[src/rtl/riscv_pkg.sv]
// rtl/riscv_pkg.sv - shared execute-stage types for the M-extension divider
package riscv_pkg;

  localparam int DIV_OP_W = 2;

  typedef enum logic [DIV_OP_W-1:0] {
    DIV  = 2'b00,
    DIVU = 2'b01,
    REM  = 2'b10,
    REMU = 2'b11
  } div_op_t;

  typedef enum logic [1:0] {
    IDLE = 2'b00,
    BUSY = 2'b01,
    DONE = 2'b10
  } div_state_t;

  // Bit 0 of the opcode marks the unsigned variants, bit 1 the remainder variants.
  function automatic logic op_is_signed(div_op_t op);
    return ~op[0];
  endfunction

  function automatic logic op_is_rem(div_op_t op);
    return op[1];
  endfunction

endpackage

[src/rtl/div_step.sv]
// rtl/div_step.sv - one combinational restoring-division iteration
module div_step #(
  parameter int WIDTH = 32
) (
  input  logic [WIDTH:0]   rem,
  input  logic [WIDTH-1:0] quo,
  input  logic [WIDTH-1:0] divisor,
  output logic [WIDTH:0]   rem_next,
  output logic [WIDTH-1:0] quo_next
);

  logic [WIDTH+1:0] shifted;
  logic [WIDTH+1:0] trial;

  // One spare bit above the accumulator turns the trial borrow into a plain sign bit.
  always_comb begin
    shifted = {rem, quo[WIDTH-1]};
    trial   = shifted - {2'b00, divisor};
    if (!trial[WIDTH+1]) begin
      rem_next = trial[WIDTH:0];
      quo_next = {quo[WIDTH-2:0], 1'b1};
    end else begin
      rem_next = shifted[WIDTH:0];
      quo_next = {quo[WIDTH-2:0], 1'b0};
    end
  end

endmodule

[src/rtl/div_unit.sv]
// rtl/div_unit.sv - iterative radix-2 restoring divider for DIV/DIVU/REM/REMU
module div_unit
  import riscv_pkg::*;
#(
  parameter int WIDTH = 32
) (
  input  logic                clk,
  input  logic                reset_n,
  input  logic                DivStart,
  input  logic [DIV_OP_W-1:0] DivOp,
  input  logic [WIDTH-1:0]    A,
  input  logic [WIDTH-1:0]    B,
  input  logic                Flush,
  output logic [WIDTH-1:0]    DivResult,
  output logic                DivDone,
  output logic                DivStall
);

  localparam int CNT_W = $clog2(WIDTH) + 1;
  localparam logic [WIDTH-1:0] MIN_VAL = {1'b1, {(WIDTH-1){1'b0}}};

  div_state_t       state, state_next;
  div_op_t          op_in;
  logic             in_signed, in_rem, a_neg, b_neg;
  logic             div_zero, ovf, special, start_ok, last_step;
  logic [WIDTH-1:0] a_mag, b_mag, special_res, q_fix, r_fix;

  logic             neg_q, neg_r, rem_sel_q;
  logic [WIDTH:0]   rem_q, rem_next;
  logic [WIDTH-1:0] quo_q, quo_next, dsr_q;
  logic [CNT_W-1:0] count;

  assign op_in     = div_op_t'(DivOp);
  assign in_signed = op_is_signed(op_in);
  assign in_rem    = op_is_rem(op_in);
  assign a_neg     = in_signed & A[WIDTH-1];
  assign b_neg     = in_signed & B[WIDTH-1];
  assign a_mag     = a_neg ? -A : A;
  assign b_mag     = b_neg ? -B : B;

  assign div_zero  = (B == '0);
  assign ovf       = in_signed & (A == MIN_VAL) & (B == '1);
  assign special   = div_zero | ovf;
  assign start_ok  = (state == IDLE) & DivStart & ~Flush;
  assign last_step = (count == CNT_W'(WIDTH - 1));

  // Divide-by-zero and signed overflow bypass the iteration entirely.
  always_comb begin
    special_res = '0;
    if (div_zero) special_res = in_rem ? A : '1;
    else if (ovf) special_res = in_rem ? '0 : A;
  end

  div_step #(.WIDTH(WIDTH)) u_step (
    .rem      (rem_q),
    .quo      (quo_q),
    .divisor  (dsr_q),
    .rem_next (rem_next),
    .quo_next (quo_next)
  );

  assign q_fix = neg_q ? -quo_next : quo_next;
  assign r_fix = neg_r ? -rem_next[WIDTH-1:0] : rem_next[WIDTH-1:0];

  always_ff @(posedge clk) begin
    if (!reset_n) state <= IDLE;
    else          state <= state_next;
  end

  always_comb begin
    state_next = state;
    DivStall   = 1'b0;
    DivDone    = 1'b0;
    case (state)
      IDLE: begin
        if (start_ok) begin
          DivStall   = 1'b1;
          state_next = special ? DONE : BUSY;
        end
      end
      BUSY: begin
        DivStall = 1'b1;
        if (last_step) state_next = DONE;
      end
      DONE: begin
        DivDone    = 1'b1;
        state_next = IDLE;
      end
      default: state_next = IDLE;
    endcase
    // A flush aborts everything, including a result about to be reported.
    if (Flush) begin
      state_next = IDLE;
      DivDone    = 1'b0;
    end
  end

  always_ff @(posedge clk) begin
    if (!reset_n) begin
      rem_q     <= '0;
      quo_q     <= '0;
      dsr_q     <= '0;
      count     <= '0;
      neg_q     <= 1'b0;
      neg_r     <= 1'b0;
      rem_sel_q <= 1'b0;
      DivResult <= '0;
    end else if (!Flush) begin
      if (start_ok) begin
        rem_q     <= '0;
        quo_q     <= a_mag;
        dsr_q     <= b_mag;
        count     <= '0;
        neg_q     <= ~in_rem & (a_neg ^ b_neg);
        neg_r     <= in_rem & a_neg;
        rem_sel_q <= in_rem;
        if (special) DivResult <= special_res;
      end else if (state == BUSY) begin
        rem_q <= rem_next;
        quo_q <= quo_next;
        count <= count + 1'b1;
        if (last_step) DivResult <= rem_sel_q ? r_fix : q_fix;
      end
    end
  end

endmodule
[config.mk]
export PLATFORM = sky130hd
export DESIGN_NAME = div_unit
export DESIGN_NICKNAME = d
export VERILOG_FILES = /design/src/rtl/riscv_pkg.sv /design/src/rtl/div_step.sv /design/src/rtl/div_unit.sv
export SDC_FILE = /design/constraint.sdc
export NUM_CORES = 1
export LEC_CHECK = 0
export BUFFER_PORTS_ARGS = -buffer_cell sky130_fd_sc_hd__buf_2
export CAP_MARGIN = 5
export CORE_MARGIN = 2
export CORE_UTILIZATION = 54
export CTS_BUF_LIST = sky130_fd_sc_hd__clkbuf_8
export DETAILED_ROUTE_END_ITERATION = 8
export HOLD_SLACK_MARGIN = 0.15
export PLACE_DENSITY = 0.7
export SYNTH_ARGS = -nofsm -noshare
export SYNTH_HDL_FRONTEND = slang
export SYNTH_SLANG_ARGS = --single-unit
[constraint.sdc]
create_clock -name clk -period 7.6 [get_ports clk]
set_clock_uncertainty 0.2 [all_clocks]
set_input_delay 0.38 -clock clk [delete_from_list [all_inputs] [get_ports clk]]
set_output_delay 0.38 -clock clk [all_outputs]
set_load 0.02 [all_outputs]
==> results_dict.tcl <==
set metrics [dict create \
    clkTransAtPathRegs_ps 80 \
    cpMaxStageDelayCell "or4_4" \
    tritoncts "built" \
    setup_tns_ps 0 \
    drc 0 \
    startpoint_type "flip-flop" \
    fp.dieH_um 149.9 \
    drt_iter0_drc 1433 \
    fin_util 0.6218 \
    top_level_ports 104 \
    hold_buffers 54 \
    placed_cells 1888 \
    cp_cell_sequence "inv_1 -> ha_1 -> and4_1 -> a211o_1 -> o211a_1 -> or3_1 -> o211a_2 -> inv_4 -> nor2_1 -> a21oi_1 -> ha_1 -> nand2_1 -> a2111oi_0 -> and3_1 -> a32oi_2 -> or4_4 -> nor4_2 -> mux2i_1 -> nor2_1" \
    synth_top_family_by_area "compound AO/OA/AOI/OAI gates" \
    rsz0062_at_grt "false" \
    cts-root-buf "clkbuf_8" \
    cts_max_level 4 \
    cts_setup_buffers 0 \
    ys_warn_count 0 \
    clk-insertion-delay-late_ps 480 \
    slowest_delay_ps 620 \
    grt_pass1_vias 11110 \
    cts_buffers 17 \
    syn_to_final_growth_pct 13.29 \
    gr-total-overflow 0 \
    routed_wirelength_mm 40.05 \
    dr.pass1.iters 8 \
    place_hpwl_mm 29.40 \
    synth_cell_type_count 89 \
    io_buffers 103 \
    ant_nets 0 \
    fin_cells 1973 \
    cellLeakagePower_nw 5.031 \
    synth_nets 1707 \
    synthSimpleGateAreaFrac 0.2448 \
    ys.flop_type "dfxtp_1" \
    cts_sinks 140 \
    critPathTopFamily "simple AND/OR/NAND/NOR gates" \
    die_x_um 149.9 \
    path_buf_inv 2 \
    setup_violations 0 \
    synth_fa_ha_area_frac 0.04308 \
    nNetsFinal 1795 \
    die_area_um2 22480 \
    drv_slew 0 \
    syn_area_um2 11500 \
    synth_edf_count 0 \
    cts_repair_resize_count 0 \
    synth_cells 1598 \
    antenna_found_initial 1 \
    worst_pin_slew_ps 963.7 \
    viasPerCell 6.394 \
    track_usage 0.3506 \
    period_share 0.7504 \
    start_util 0.5488 \
    grt_first_pass_wirelength_mm 61.53 \
    synthMuxAreaShare 0.02535 \
    ir_worst_vdd_v 0.0001280 \
    drive_above_1_share 0.1143 \
    worst_hold_path_type "input pin to flip-flop" \
    maxCapViolations 0 \
    worstSetupEndpointType "flip-flop" \
    gp_congestion 0.9933 \
    relSlewSlack 0.3520 \
    antenna_cells 0 \
    worstPathRequired_ps 7760 \
    cp_data_arrival_time_ps 5860 \
    coreArea_um2 20960 \
    synth_compound_area_frac 0.2917 \
    max_freq_mhz 175.4 \
    vias 12620 \
    ys_seq_elements 140 \
    async_reset_ff_frac 0 \
    min_period_ps 5703 \
    clockBufferDepth 2 \
    route.detailed.wl_per_inst_um 20.30 \
    power_density_nw_per_um2 148.8 \
    grt_max_degree 65 \
    crit_fanout 43 \
    final-hold-violation-count 0 \
    regToRegSetupSlack_ps 1900 \
    syn_avg_cell_area_um2 7.197 \
    fp-row-count 53 \
    outcome "completed" \
    yosysSeqAreaShare 0.2437 \
    critPathKind "flip-flop to flip-flop" \
    yosys.area_share.xor_xnor 0.09443 \
]
## final timing paths
kind,start,end,cells past startpoint
worst min-delay path,B[22],dsr_q[22],3
worst min register to register,dsr_q[30],dsr_q[30],2
worst max-delay path,dsr_q[22],DivResult[30],19
worst max register to register,dsr_q[22],DivResult[30],19
## synth_stat cells (17+ instances only)
library cell	instances	area (um^2)
ha_1	38	475.5
nor3_1	40	200.2
a31oi_1	23	143.9
inv_1	55	206.5
nand2_1	180	675.7
a211oi_1	38	285.3
o211ai_1	17	127.6
xnor2_1	62	543.0
and2_1	19	118.9
dfxtp_1	140	2803
a22oi_1	18	135.1
or3_1	25	156.4
nor2_1	192	720.7
clkbuf_1	80	300.3
o21ai_0	148	740.7
mux2i_1	22	220.2
a21oi_1	107	535.5
xor2_1	62	543.0
nand4_1	23	143.9
a311oi_1	34	297.8
nand3_1	27	135.1
## layer usage
metal | GRT usage | share of wire | vias to the layer above
met5 | 0 | 0.00032 | -
met4 | 0.1099 | 0.027 | 2
met3 | 0.09573 | 0.11 | 88
met2 | 0.5263 | 0.43 | 645
met1 | 0.4876 | 0.44 | 5877
li1 | - | - | 6004
## where the power goes
| part | leakage (nW) | internal (W) | switching (W) |
|---|---|---|---|
| combinational | 3.69 | 0.000180 | 0.000300 |
| clock | 0.202 | 0.000330 | 0.000341 |
| sequential | 1.14 | 0.000758 | 0.0000299 |
| total | 5.03 | 0.00127 | 0.000671 |
## cells in the final DEF (no fill, tap or decap), types with 5 or more instances in the layout
cell / instances
inv_1: 54
nand4_1: 23
a21oi_1: 106
nand2b_1: 10
o21a_1: 14
xnor2_1: 62
nor4_1: 12
or4_1: 13
o21ai_0: 147
or3_1: 25
nor3_1: 40
nand3_1: 27
ha_1: 38
a22oi_1: 18
mux2_2: 5
nor2_1: 190
dlygate4sd3_1: 54
o211ai_1: 17
o31ai_1: 16
and3_1: 9
or2_2: 8
buf_2: 103
nand2_1: 180
a211oi_1: 38
clkbuf_8: 17
xor2_1: 62
a21boi_0: 5
a311oi_1: 34
a41oi_1: 5
buf_4: 17
a21o_1: 16
a221oi_1: 5
o41ai_1: 12
a31oi_1: 23
mux2i_1: 22
dfxtp_1: 140
and2_1: 19
nor2b_1: 5
## cell families after synthesis
logic type                 after synthesis
and+or+nand+nor                        594
AOI/OAI and AO/OA                      512
buffers and inverters                  161
DFF                                    140
xor gates and xnor gates               124
adders and majority gates               39
muxes                                   28
## state kept, by name, summed over array words and instances, names as in the netlist
| signal | flops |
|---|---|
| DivResult | 32 |
| neg_r | 1 |
| rem_sel_q | 1 |
| count | 6 |
| dsr_q | 32 |
| neg_q | 1 |
| rem_q | 33 |
| quo_q | 32 |
| state | 2 |
## final cells by class
class | instances | area, um^2
clock buffer | 17 | 234.0
clock inverter | 14 | 185.2
fill | 1987 | 7925
inverter | 56 | 214.0
multi-input combinational | 1297 | 8066
sequential | 140 | 2803
tap | 275 | 344.1
timing repair buffer | 174 | 1184
## stage by stage
stage	total power [W]	worst slack, ps	area, um^2	hold slack [ps]
2_1_floorplan	0.001106	2432	11500	231.9
3_3_place_gp	0.001241	2297	12070	241.1
3_5_place_dp	0.001246	2044	12070	247.6
4_1_cts	0.001929	1963	13030	152.1
5_1_grt	0.002016	1494	13030	161.2
6_report	0.001938	1897	13030	158.3
## worst register-to-register path: stages, from the launching register on
cell	delay (ps)
dfxtp_1	340
inv_1	50
ha_1	340
and4_1	300
a211o_1	300
o211a_1	220
or3_1	340
o211a_2	290
inv_4	370
nor2_1	90
a21oi_1	240
ha_1	340
nand2_1	80
a2111oi_0	420
and3_1	280
a32oi_2	150
or4_4	620
nor4_2	350
mux2i_1	230
nor2_1	60
(Power assumes the default switching activity.)
